`src/rtl/tim_capture_if.sv`:
```
// tim_capture_if: control, pin and capture-result signals of the input-capture unit.
interface tim_capture_if #(parameter int CNT_W = 16);
  logic [7:0] psc;
  logic [1:0] edge_sel;
  logic irq_en;
  logic start;
  logic cap_in;
  logic cap_clr;
  logic [CNT_W-1:0] cap_val;
  logic [CNT_W-1:0] cap_high;
  logic cap_valid;
  logic cap_ovf;
  logic cap_sat;
  logic cap_irq;
  modport master (
    output psc, edge_sel, irq_en, start, cap_in, cap_clr,
    input cap_val, cap_high, cap_valid, cap_ovf, cap_sat, cap_irq
  );
  modport slave (
    input psc, edge_sel, irq_en, start, cap_in, cap_clr,
    output cap_val, cap_high, cap_valid, cap_ovf, cap_sat, cap_irq
  );
endinterface

```
`src/rtl/tim_capture.sv`:
```
// tim_capture: measures prescaled ticks between selected cap_in edges, with valid/overflow/irq.
// Define TIM_CAPTURE_DUTY_EN to also report the high time of each period on cap_high.
module tim_capture #(
  parameter int CNT_W = 16,
  parameter int SYNC_STAGES = 2
) (
  input logic clk,
  input logic rst_n,
  tim_capture_if.slave bus
);
  localparam logic [1:0] IDLE = 2'd0, ARM = 2'd1, RUN = 2'd2;
  logic [1:0] state;
  logic [SYNC_STAGES-1:0] sync;
  logic hist, s, hit, tick, sat;
  logic [7:0] psc_cnt;
  logic [CNT_W-1:0] cnt;
  logic [CNT_W:0] sum;
  assign s = sync[SYNC_STAGES-1];
  assign hit = bus.edge_sel == 2'b01 ? (hist & ~s) : bus.edge_sel == 2'b10 ? (hist ^ s) : (s & ~hist);
  assign tick = psc_cnt >= bus.psc;
  assign sum = {1'b0, cnt} + (CNT_W+1)'(tick);
  // a count already pinned at all-ones may hide further ticks, so it reports as saturated too
  assign sat = sum[CNT_W] | (&cnt);
  always_ff @(posedge clk or negedge rst_n) begin
    if (!rst_n) begin
      sync <= '0;
      hist <= 1'b0;
      state <= IDLE;
      psc_cnt <= '0;
      cnt <= '0;
      bus.cap_val <= '0;
      bus.cap_valid <= 1'b0;
      bus.cap_ovf <= 1'b0;
      bus.cap_sat <= 1'b0;
      bus.cap_irq <= 1'b0;
    end else begin
      sync <= {sync[SYNC_STAGES-2:0], bus.cap_in};
      hist <= s;
      bus.cap_irq <= 1'b0;
      if (bus.cap_clr) begin
        bus.cap_valid <= 1'b0;
        bus.cap_ovf <= 1'b0;
      end
      if (!bus.start) begin
        state <= IDLE;
        psc_cnt <= '0;
        cnt <= '0;
      end else if (state == IDLE) begin
        state <= ARM;
      end else begin
        psc_cnt <= (hit || tick) ? '0 : psc_cnt + 8'd1;
        if (hit) begin
          state <= RUN;
          cnt <= '0;
          if (state == RUN) begin
            bus.cap_val <= sat ? '1 : sum[CNT_W-1:0];
            bus.cap_sat <= sat;
            bus.cap_valid <= 1'b1;
            bus.cap_ovf <= bus.cap_valid & ~bus.cap_clr;
            bus.cap_irq <= bus.irq_en;
          end
        end else if (tick && state == RUN && !(&cnt)) begin
          cnt <= cnt + CNT_W'(1);
        end
      end
    end
  end
`ifdef TIM_CAPTURE_DUTY_EN
  logic [CNT_W-1:0] hcnt;
  logic lvl, hinc;
  logic [CNT_W:0] hsum;
  // hist is the level held during the cycle a tick accounts for
  assign hinc = tick & (hist == lvl);
  assign hsum = {1'b0, hcnt} + (CNT_W+1)'(hinc);
  always_ff @(posedge clk or negedge rst_n) begin
    if (!rst_n) begin
      hcnt <= '0;
      lvl <= 1'b0;
      bus.cap_high <= '0;
    end else if (!bus.start || state == IDLE) begin
      hcnt <= '0;
    end else if (hit) begin
      hcnt <= '0;
      lvl <= s;
      if (state == RUN) bus.cap_high <= hsum[CNT_W] ? '1 : hsum[CNT_W-1:0];
    end else if (state == RUN && hinc && !(&hcnt)) begin
      hcnt <= hcnt + CNT_W'(1);
    end
  end
`else
  assign bus.cap_high = '0;
`endif
endmodule

```
`src/flat_wrapper.sv`:
```
// flat-port wrapper written by rule: the top's interface ports become plain ports
module tim_capture_flat 
#(
  parameter int CNT_W = 16,
  parameter int SYNC_STAGES = 2
)
  (clk, rst_n, bus_psc, bus_edge_sel, bus_irq_en, bus_start, bus_cap_in, bus_cap_clr, bus_cap_val, bus_cap_high, bus_cap_valid, bus_cap_ovf, bus_cap_sat, bus_cap_irq);
  tim_capture_if #(.CNT_W(CNT_W)) bus_i ();
  input logic clk;
  input logic rst_n;
  input wire logic [$bits(bus_i.psc)-1:0] bus_psc;
  input wire logic [$bits(bus_i.edge_sel)-1:0] bus_edge_sel;
  input wire logic [$bits(bus_i.irq_en)-1:0] bus_irq_en;
  input wire logic [$bits(bus_i.start)-1:0] bus_start;
  input wire logic [$bits(bus_i.cap_in)-1:0] bus_cap_in;
  input wire logic [$bits(bus_i.cap_clr)-1:0] bus_cap_clr;
  output wire logic [$bits(bus_i.cap_val)-1:0] bus_cap_val;
  output wire logic [$bits(bus_i.cap_high)-1:0] bus_cap_high;
  output wire logic [$bits(bus_i.cap_valid)-1:0] bus_cap_valid;
  output wire logic [$bits(bus_i.cap_ovf)-1:0] bus_cap_ovf;
  output wire logic [$bits(bus_i.cap_sat)-1:0] bus_cap_sat;
  output wire logic [$bits(bus_i.cap_irq)-1:0] bus_cap_irq;
  assign bus_i.psc = bus_psc;
  assign bus_i.edge_sel = bus_edge_sel;
  assign bus_i.irq_en = bus_irq_en;
  assign bus_i.start = bus_start;
  assign bus_i.cap_in = bus_cap_in;
  assign bus_i.cap_clr = bus_cap_clr;
  assign bus_cap_val = bus_i.cap_val;
  assign bus_cap_high = bus_i.cap_high;
  assign bus_cap_valid = bus_i.cap_valid;
  assign bus_cap_ovf = bus_i.cap_ovf;
  assign bus_cap_sat = bus_i.cap_sat;
  assign bus_cap_irq = bus_i.cap_irq;
  tim_capture #(.CNT_W(CNT_W), .SYNC_STAGES(SYNC_STAGES)) u_core (.clk(clk), .rst_n(rst_n), .bus(bus_i));
endmodule
```
`config.mk`:
```
export PLATFORM = sky130hd
export DESIGN_NAME = tim_capture_flat
export DESIGN_NICKNAME = d
export VERILOG_FILES = /design/src/rtl/tim_capture_if.sv /design/src/rtl/tim_capture.sv /design/src/flat_wrapper.sv
export SDC_FILE = /design/constraint.sdc
export NUM_CORES = 1
export LEC_CHECK = 0
export CORE_ASPECT_RATIO = 0.5
export CORE_MARGIN = 2
export CORE_UTILIZATION = 57
export CTS_CLUSTER_SIZE = 40
export DETAILED_ROUTE_END_ITERATION = 10
export PLACE_DENSITY = 0.86
export RECOVER_POWER = 100
export SLEW_MARGIN = 10
export SYNTH_ARGS = -nofsm -noshare
export SYNTH_HDL_FRONTEND = slang
export SYNTH_SLANG_ARGS = --single-unit
```
`constraint.sdc`:
```
create_clock -name clk -period 4 [get_ports clk]
set_input_delay 0.8 -clock clk [delete_from_list [all_inputs] [get_ports clk]]
set_output_delay 0.8 -clock clk [all_outputs]
set_load 0.02 [all_outputs]
```
==> flow_summary.json <==
{
  "tightestPinTransition_ns": 2.54,
  "outcome": "complete, but fails checks",
  "grt_usage_pct": 22.5,
  "grt_start_max_net_pins": 50,
  "layout_min_cycle_time_ns": 3.59,
  "met1_length_um": 2730,
  "die_h_um": 54.5,
  "fin_area_um2": 3230,
  "hpwl_um": 4350,
  "antenna_found_initial": 0,
  "gp_routability_congestion": 0.901,
  "netlist_instances": 313,
  "cts_tree": "done",
  "ant_nets": 0,
  "clkTransAtPathRegs_ns": 0.08,
  "finalCritPeriodShare_pct": 89.7,
  "r2r_end": "u_core.bus.cap_val[9]$_DFFE_PN0P_",
  "final_cells": 412,
  "dr_total_vias": 2421,
  "critPathLaunch": "bus_psc[5]",
  "syn_area_um2": 2910,
  "hold_viol": 0,
  "dpl_cell_area_um2": 3190,
  "async_reset_ff_share_pct": 100,
  "critPathArrivalTime_ns": 3.75,
  "ys_ff_latch": 49,
  "yosysWarnings": 0,
  "cap_viol_max_count": 1,
  "cp_max_fo": 13,
  "max_freq_mhz": 279,
  "overflow": 0,
  "drive_gt1_share_pct": 4.39,
  "viasPerCell": 5.88,
  "clock_sinks": 49,
  "grt_setup_unrepaired": "false",
  "first_global_vias": 2252,
  "setup_tns_ns": 0,
  "p_leak_nw": 1.48,
  "drv_slew": 50,
  "die_area_um2": 5730,
  "drc_errors": 0,
  "dominantRegCellSynth": "dfrtp_1",
  "row_count": 18,
  "critPathRequiredTime_ns": 4.16,
  "grt_pass1_wl_um": 10100,
  "avgSynthCellArea_um2": 9.30,
  "ios": 52,
  "ff2ff_setup_slack_ns": 0.94,
  "synth_adder_area_share_pct": 6.02,
  "route.met3.wl_um": 373,
  "drt_iter0_markers": 204,
  "core-area_um2": 4930,
  "synthXorXnorAreaFrac_pct": 3.91,
  "ctsLongestPathBuffers": 2,
  "min_path_type": "flop to flop",
  "dp_cells": 405,
  "clock-skew-final_ns": 0.00692,
  "top_layer": "met4",
  "r2r-start": "u_core.psc_cnt[5]$_DFFE_PN0N_",
  "n_antenna_cell": 0,
  "powerDensity_nw_per_um2": 427,
  "die_w_um": 105,
  "io_buffers": 35,
  "initial_utilization_pct": 59.0,
  "cts-root-buf": "clkbuf_8",
  "area_delta_synth_final_pct": 11.0,
  "setup_viol": 0,
  "failed_checks": "max-capacitance violations, max-slew violations",
  "maxSlewHeadroom_pct": -69.6,
  "drt-pass1-iter-count": 5,
  "clk_latency_ns": 0.31,
  "endpoint": "u_core.bus.cap_val[9]$_DFFE_PN0P_",
  "synth-compound-area-share_pct": 17.4,
  "hold_buffers": 0,
  "synth_edf_count": 0,
  "wl_um": 6140,
  "endpoint_kind": "flop",
  "cts_buffers": 5,
  "ir_worst_vdd_uv": 393,
  "yosys.area_share.simple_pct": 19.3,
  "synth_top_family_by_area": "simple AND/OR/NAND/NOR gates",
  "r2r_cells": 10,
  "synth_mux_area_share_pct": 1.12,
  "cp-start-kind": "input port",
  "synthDistinctLibCells": 50,
  "post_cts_resized": 0,
  "routedWlPerCell_um": 14.9,
  "ys_seq_area_share_pct": 42.1,
  "nets": 372,
  "crit_type": "input port to flop",
  "wl_met2_um": 2910,
  "cts_setup_buffers": 0,
  "h-tree-depth": 2
}
-- cells by family (layout without fill, tap and decap cells) --
| logic type | Yosys count | count (layout) |
|---|---|---|
| adder cells (fa/ha/maj) | 14 | 14 |
| other | 1 | 16 |
| XOR/XNOR | 13 | 13 |
| buffers and inverters | 48 | 62 |
| flip-flops | 49 | 49 |
| AO/OA/AOI/OAI | 75 | 75 |
| AND/OR/NAND/NOR | 110 | 110 |
| multiplexers | 3 | 3 |
-- cell usage after synthesis (all sizes together) (4+ instances only) --
master / number / share of area (%)
xnor2: 10 / 3.0
o211ai: 7 / 1.8
a21oi: 26 / 4.5
nor2: 31 / 4.2
nand3: 12 / 2.2
buf: 27 / 7.2
o311ai: 4 / 1.2
inv: 17 / 2.2
o21ai: 10 / 1.7
or3: 7 / 1.7
a31oi: 8 / 1.7
nand2: 28 / 3.7
ha: 14 / 6.0
dfrtp: 49 / 42
o41ai: 5 / 1.5
and3: 6 / 1.3
nand4: 5 / 1.1
nor3: 6 / 1.0
a22o: 4 / 1.2
-- state kept, by name (all words and copies together), names as in the netlist --
register,count
u_core.state,2
u_core.bus.cap_val,16
u_core.bus.cap_ovf,1
u_core.bus.cap_sat,1
u_core.bus.cap_valid,1
u_core.cnt,16
u_core.psc_cnt,8
u_core.bus.cap_irq,1
u_core.hist,1
u_core.sync,2
-- stage by stage --
stage | hold slack (ns) | total power [W] | utilization (%) | worst slack, ns
floorplan | 0.331 | 0.000916 | - | 0.814
finish | 0.365 | 0.00138 | 65.5 | 0.413
CTS | 0.367 | 0.00143 | 66.5 | 0.509
detailed placement | 0.338 | 0.00113 | 64.7 | 0.174
global route | 0.374 | 0.00145 | 65.5 | 0.197
global placement | 0.335 | 0.00111 | 64.7 | 0.384
-- layout make-up --
class	instances	area (um^2)
sequential	49	1230
clock buffer	7	86.3
tap	70	87.6
fill	392	1700
inverter	17	63.8
timing repair buffer	38	359
multi-input combinational	231	1410
-- cell usage in the layout (no fill, tap or decap), types with 3 or more instances in the layout --
cell type,Yosys,routed
o21ai_0,9,10
or3_1,6,6
nand2_1,27,28
nand4_1,5,5
and3_1,6,6
dfrtp_1,49,49
nand3_1,11,12
nand2b_1,3,3
a22o_1,4,4
or4_1,3,3
o211ai_1,7,7
xor2_1,3,3
clkbuf_1,3,4
nor2_1,29,30
o311ai_0,4,4
ha_1,14,14
a31oi_1,8,8
dlygate4sd3_1,0,22
inv_1,17,17
xnor2_1,10,10
a21oi_1,26,26
clkdlybuf4s50_1,0,12
clkbuf_8,0,6
o41ai_1,5,5
nor3_1,6,6
conb_1,1,16
-- report_power, final --
part | internal (W) | leakage, nW | switching (W)
Combinational | 0.000185 | 0.784 | 0.000252
Sequential | 0.000587 | 0.649 | 0.0000564
Clock | 0.000138 | 0.0443 | 0.000162
-- how the worst min path moves through the flow --
stage,slack [ns],startpoint,cells past startpoint,end
finish,0.36,u_core.sync[0]$_DFF_PN0_,0,u_core.sync[1]$_DFF_PN0_
global route,0.37,u_core.sync[0]$_DFF_PN0_,0,u_core.sync[1]$_DFF_PN0_
CTS,0.37,u_core.sync[0]$_DFF_PN0_,0,u_core.sync[1]$_DFF_PN0_
detailed placement,0.34,u_core.sync[0]$_DFF_PN0_,0,u_core.sync[1]$_DFF_PN0_
global placement,0.34,u_core.sync[0]$_DFF_PN0_,0,u_core.sync[1]$_DFF_PN0_
floorplan,0.33,u_core.sync[0]$_DFF_PN0_,0,u_core.sync[1]$_DFF_PN0_
-- worst max-delay path: stages --
cell and delay (ns):
clkdlybuf4s50_1 0.46, inv_1 0.04, ha_1 0.28, nand2_1 0.05
or3_2 0.44, o221ai_1 0.29, clkbuf_1 0.44, ha_1 0.29
nand3_1 0.17, nor3_1 0.24, xnor2_1 0.16, a21oi_1 0.09
-- layer usage --
layer	vias up	GRT usage, %
li1	1131	-
met1	1152	27.8
met2	118	40.0
met3	20	4.05
met4	0	10.9
met5	-	0
Note: power is estimated with default switching activity, not from simulation.
